[config.mk]
export PLATFORM = sky130hd
export DESIGN_NAME = ga_pe_pipe
export DESIGN_NICKNAME = d
export VERILOG_FILES = /design/src/rtl/ga_pe_pipe.sv
export SDC_FILE = /design/constraint.sdc
export NUM_CORES = 1
export LEC_CHECK = 0
export ABC_AREA = 1
export BUFFER_PORTS_ARGS = -buffer_cell sky130_fd_sc_hd__buf_2
export CAP_MARGIN = 20
export CORE_ASPECT_RATIO = 0.8
export CORE_MARGIN = 4
export CORE_UTILIZATION = 60
export CTS_CLUSTER_DIAMETER = 200
export DETAILED_ROUTE_END_ITERATION = 8
export PLACE_DENSITY = 0.88
export SKIP_LAST_GASP = 1
export SYNTH_ARGS = -nofsm -noshare
export SYNTH_HDL_FRONTEND = slang
export SYNTH_SLANG_ARGS = --single-unit
[constraint.sdc]
create_clock -name clk -period 2.5 [get_ports clk]
set_input_delay 0.125 -clock clk [delete_from_list [all_inputs] [get_ports clk]]
set_output_delay 0.125 -clock clk [all_outputs]
set_load 0.02 [all_outputs]
[src/rtl/ga_pe_pipe.sv]
// Two-stage pipelined genetic-algorithm PE: crossover of two parent chromosomes
// followed by saturating +/-1 mutation. Per-lane Galois LFSRs drive all random decisions.
`default_nettype none

module ga_pe_pipe #(
  parameter int          GENE_W    = 8,
  parameter int          NUM_GENES = 4,
  parameter int          PROB_W    = 8,
  parameter logic [15:0] LFSR_SEED = 16'hACE1
) (
  input  logic                          clk,
  input  logic                          rst,
  input  logic                          in_valid,
  output logic                          in_ready,
  input  logic [GENE_W*NUM_GENES-1:0]   parent_gene0,
  input  logic [GENE_W*NUM_GENES-1:0]   parent_gene1,
  input  logic                          mode,
  input  logic                          bias,
  input  logic [PROB_W-1:0]             co_prob,
  input  logic [PROB_W-1:0]             perturb_prob,
  input  logic                          seed_load,
  input  logic [15:0]                   seed,
  output logic                          out_valid,
  input  logic                          out_ready,
  output logic [GENE_W*NUM_GENES-1:0]   child_gene
);

  localparam int          IDX_W     = $clog2(NUM_GENES);
  localparam int          CHROM_W   = GENE_W * NUM_GENES;
  localparam logic [15:0] LFSR_MASK = 16'hB400;
  localparam logic [GENE_W-1:0] GENE_ONE = {{(GENE_W-1){1'b0}}, 1'b1};

  function automatic logic [15:0] lane_seed(input logic [15:0] base, input int lane);
    logic [15:0] s;
    s = base + (16'(lane) * 16'h1111);
    return (s == 16'h0000) ? 16'h0001 : s;
  endfunction

  function automatic logic hit(input logic [PROB_W-1:0] p, input logic [PROB_W-1:0] x);
    return (p == {PROB_W{1'b1}}) || (x < p);
  endfunction

  logic [15:0]          lfsr_q [NUM_GENES];
  logic [15:0]          lfsr_d [NUM_GENES];
  logic                 s1_valid_q;
  logic [CHROM_W-1:0]   s1_genes_q;
  logic [NUM_GENES-1:0] s1_mut_q;
  logic                 s1_bias_q;
  logic                 s2_valid_q;
  logic [CHROM_W-1:0]   child_q;

  logic                 accept;
  logic                 s1_ready;
  logic                 s2_ready;
  logic [IDX_W-1:0]     cut;
  logic [CHROM_W-1:0]   xover;
  logic [NUM_GENES-1:0] mut_flag;
  logic [CHROM_W-1:0]   mutated;

  assign s2_ready  = !s2_valid_q || out_ready;
  assign s1_ready  = !s1_valid_q || s2_ready;
  assign in_ready  = s1_ready;
  assign accept    = in_valid && s1_ready;
  assign out_valid = s2_valid_q;
  assign child_gene = child_q;
  assign cut       = lfsr_q[0][IDX_W-1:0];

  // All decisions below read the pre-advance LFSR state.
  for (genvar i = 0; i < NUM_GENES; i++) begin : g_lane
    localparam logic [IDX_W:0] LANE_IDX = (IDX_W+1)'(i);
    logic              take_p1;
    logic [GENE_W-1:0] g;

    assign take_p1 = mode ? (LANE_IDX >= {1'b0, cut})
                          : hit(co_prob, lfsr_q[i][PROB_W-1:0]);
    assign xover[GENE_W*i +: GENE_W] = take_p1 ? parent_gene1[GENE_W*i +: GENE_W]
                                               : parent_gene0[GENE_W*i +: GENE_W];
    assign mut_flag[i] = hit(perturb_prob, lfsr_q[i][15 -: PROB_W]);

    assign g = s1_genes_q[GENE_W*i +: GENE_W];
    assign mutated[GENE_W*i +: GENE_W] =
        !s1_mut_q[i] ? g :
        s1_bias_q    ? ((g == {GENE_W{1'b1}}) ? g : g + GENE_ONE) :
                       ((g == {GENE_W{1'b0}}) ? g : g - GENE_ONE);
  end

  // Reseed wins over an advance in the same cycle.
  always_comb begin
    for (int i = 0; i < NUM_GENES; i++) begin
      if (seed_load)
        lfsr_d[i] = lane_seed(seed, i);
      else if (accept)
        lfsr_d[i] = {1'b0, lfsr_q[i][15:1]} ^ (lfsr_q[i][0] ? LFSR_MASK : 16'h0000);
      else
        lfsr_d[i] = lfsr_q[i];
    end
  end

  always_ff @(posedge clk or negedge rst) begin
    if (!rst) begin
      for (int i = 0; i < NUM_GENES; i++) lfsr_q[i] <= lane_seed(LFSR_SEED, i);
    end else begin
      for (int i = 0; i < NUM_GENES; i++) lfsr_q[i] <= lfsr_d[i];
    end
  end

  always_ff @(posedge clk or negedge rst) begin
    if (!rst) begin
      s1_valid_q <= 1'b0;
      s1_genes_q <= '0;
      s1_mut_q   <= '0;
      s1_bias_q  <= 1'b0;
      s2_valid_q <= 1'b0;
      child_q    <= '0;
    end else begin
      if (s1_ready) begin
        s1_valid_q <= in_valid;
        if (in_valid) begin
          s1_genes_q <= xover;
          s1_mut_q   <= mut_flag;
          s1_bias_q  <= bias;
        end
      end
      if (s2_ready) begin
        s2_valid_q <= s1_valid_q;
        if (s1_valid_q) child_q <= mutated;
      end
    end
  end

endmodule

`default_nettype wire

==> impl_metrics.yaml <==
critical_path:
  rr_worst_depth: 10
  cp.required_ns: 2.82
  cp_max_fo: 9
  critical_path.endpoint_type: "flop"
  critical_path_class: "reg -> reg"
  cp_data_arrival_time_ns: 2.63
  worstSetupStartpointType: "flop"
  r2r_slack_ns: 0.18
global_route:
  antenna_found_initial: 0
  globalRouteOverflowTotal: 0
  grt_pass1_wl_um: 54500
  grt_pass1_vias: 10500
  grt_use_total_pct: 34.0
  grt_max_degree: 77
power_and_ir_drop:
  power_leakage_nw: 6.25
  ir_drop_uv: 494
  power-per-cell-area_nw_per_um2: 757
  total_power_mw: 9.39
layout:
  final_cell_mix: "448 x nand2_1, 137 x nand3_1, 135 x buf_2"
  area_growth_pct: 16.1
  layout_commonest_cell: "nand2_1"
  layout.nets: 1860
  drive_gt1_share_pct: 15.7
timing:
  skew_ns: 0.0137
  grt_setup_unrepaired: "false"
  period_share_pct: 92.7
  relSlewSlack_pct: 30.8
  finalCriticalPeriod_ns: 2.32
  fmax_mhz: 431
  tightest_slew_ns: 1.04
  hold_viol: 0
  slew_violations: 0
  setup_tns_ns: 0
  setup_viol: 0
placed_design:
  dp_hpwl_um: 24500
  io_buffers: 136
  gp_congestion: 1.02
floorplanning:
  row_count: 43
  die_y_um: 127
  core_sq_um: 17400
  start_util_pct: 61.5
  die_area_sq_um: 20000
  die_w_um: 157
  pin_count: 137
cts:
  cts.sinks: 135
  h-tree-depth: 4
  cts.hold.buffers_added: 33
  clk_path_buf_depth: 2
  root_buffer: "clkbuf_16"
  tritoncts: "done"
  insertion_delay_ns: 0.44
  path_clk_slew_ns: 0.06
  cts_setup_buffers: 0
  cts_resized: 0
  cts_buffers: 17
synthesis:
  synth_edf_count: 0
  async_flop_share_pct: 100
  syn_nets: 1727
  ys_ff_latch: 135
  syn_area_per_cell_sq_um: 6.90
  syn_area_sq_um: 10700
  ys_types: 45
  ys.flop_type: "dfrtp_1"
  ys_seq_area_share_pct: 32.0
  ys_warn_count: 0
  synthCells: 1549
job:
  maxCapViolCount: 0
detailed_routing:
  drt_iter0_drc: 1539
  postRouteAntennaNets: 0
  avgViaCountPerCell: 6.06
  dr.pass1.iters: 6
  drc_errors: 0
  wire_per_inst_um: 17.9
  num_vias: 11700
  drt-total-wl_um: 34500
worst_hold_path:
  min_path_type: "in -> reg"
  whs_path_depth: 5
status:
  status: "complete, no violations"
-- registers in the layout, indices dropped and copies added, names as in the netlist --
name        count
child_gene     32
cut             2
lfsr_q         62
out_valid       1
s1_bias_q       1
s1_genes_q     32
s1_mut_q        4
s1_valid_q      1
-- critical path: stages (launching register included) --
cell and delay [ns]:
dfstp_2 0.56, ha_1 0.25, a21oi_1 0.15, nand3b_1 0.12, nand2_1 0.09, o21ai_2 0.48
nand2_2 0.23, nand2_1 0.12, nand2_1 0.05, nand2_1 0.06, nand2_1 0.07
-- cells by family after synthesis --
group / count (synthesis) / synth area share, %
simple gates: 791 / 32.0
compound gates: 316 / 16.6
xor+xnor: 36 / 2.95
fa+ha+maj: 75 / 8.79
flops: 135 / 32.0
buf+inv: 196 / 7.72
-- area by class of cell --
type                       instances  area [sq um]
multi-input combinational       1218          6440
sequential                       135          3420
antenna                            3          7.51
inverter                         125           472
clock buffer                      20           457
clock inverter                    12           151
timing repair buffer             185          1170
fill                            1377          4970
tap                              225           282
-- Yosys cell counts, types with 3 or more instances --
master | n | area [sq um]
nor3_1 | 30 | 150
clkbuf_1 | 29 | 109
nand4_1 | 17 | 106
o21ai_1 | 25 | 125
xor2_1 | 30 | 263
nor2_1 | 108 | 405
xnor2_1 | 6 | 52.6
nand2_2 | 15 | 93.8
dfstp_2 | 32 | 841
ha_1 | 75 | 938
buf_1 | 6 | 22.5
o21ai_0 | 108 | 541
buf_4 | 9 | 67.6
a21oi_1 | 113 | 566
a211oi_1 | 9 | 67.6
o211ai_1 | 26 | 195
a22oi_1 | 9 | 67.6
nand2_1 | 449 | 1690
inv_2 | 12 | 45.0
nor4_1 | 9 | 56.3
nand3_1 | 137 | 686
inv_1 | 110 | 413
buf_2 | 24 | 120
a31oi_1 | 12 | 75.1
nand3_2 | 3 | 30.0
nand3b_1 | 8 | 60.1
dfrtp_1 | 103 | 2580
nor3_2 | 7 | 70.1
buf_6 | 3 | 33.8
-- per-stage QoR --
stage | instance area [sq um] | utilization (%) | cells | setup slack, ns | hold slack [ns]
after floorplan | 10700 | - | 1549 | 0.732 | -0.171
after global placement | 11500 | 65.9 | 1855 | 0.305 | 0.136
after detailed placement | 11500 | 65.9 | 1855 | 0.272 | 0.142
after CTS | 12400 | 71.3 | 1920 | 0.292 | 0.00212
after global routing | 12400 | 71.3 | 1920 | 0.0947 | 0.0226
final | 12400 | 71.4 | 1923 | 0.181 | 0.0138
-- path summary, 6_finish.rpt --
path | startpoint | end
worst max register to register | lfsr_q[37] | s1_genes_q[11]
max in group asynchronous | rst | s1_genes_q[7]
worst min-delay path | parent_gene1[19] | s1_genes_q[19]
worst max-delay path | lfsr_q[37] | s1_genes_q[11]
worst min register to register | child_gene[10] | child_gene[10]
min in group asynchronous | rst | lfsr_q[5]
-- per-layer routing --
metal | wire length (um) | GRT usage [%] | vias to the layer above
li1 | - | - | 5477
met1 | 14400 | 49.0 | 5360
met2 | 15300 | 50.9 | 737
met3 | 4050 | 8.47 | 84
met4 | 768 | 10.1 | 0
met5 | 0 | 0 | -
-- where the power goes --
part           internal (mW)  switching, mW  total, mW
Clock                   1.62           1.02       2.64
Combinational           1.21           2.16       3.37
Sequential              2.78          0.602       3.38
Total                   5.60           3.79       9.39
(Power assumes the default switching activity.)
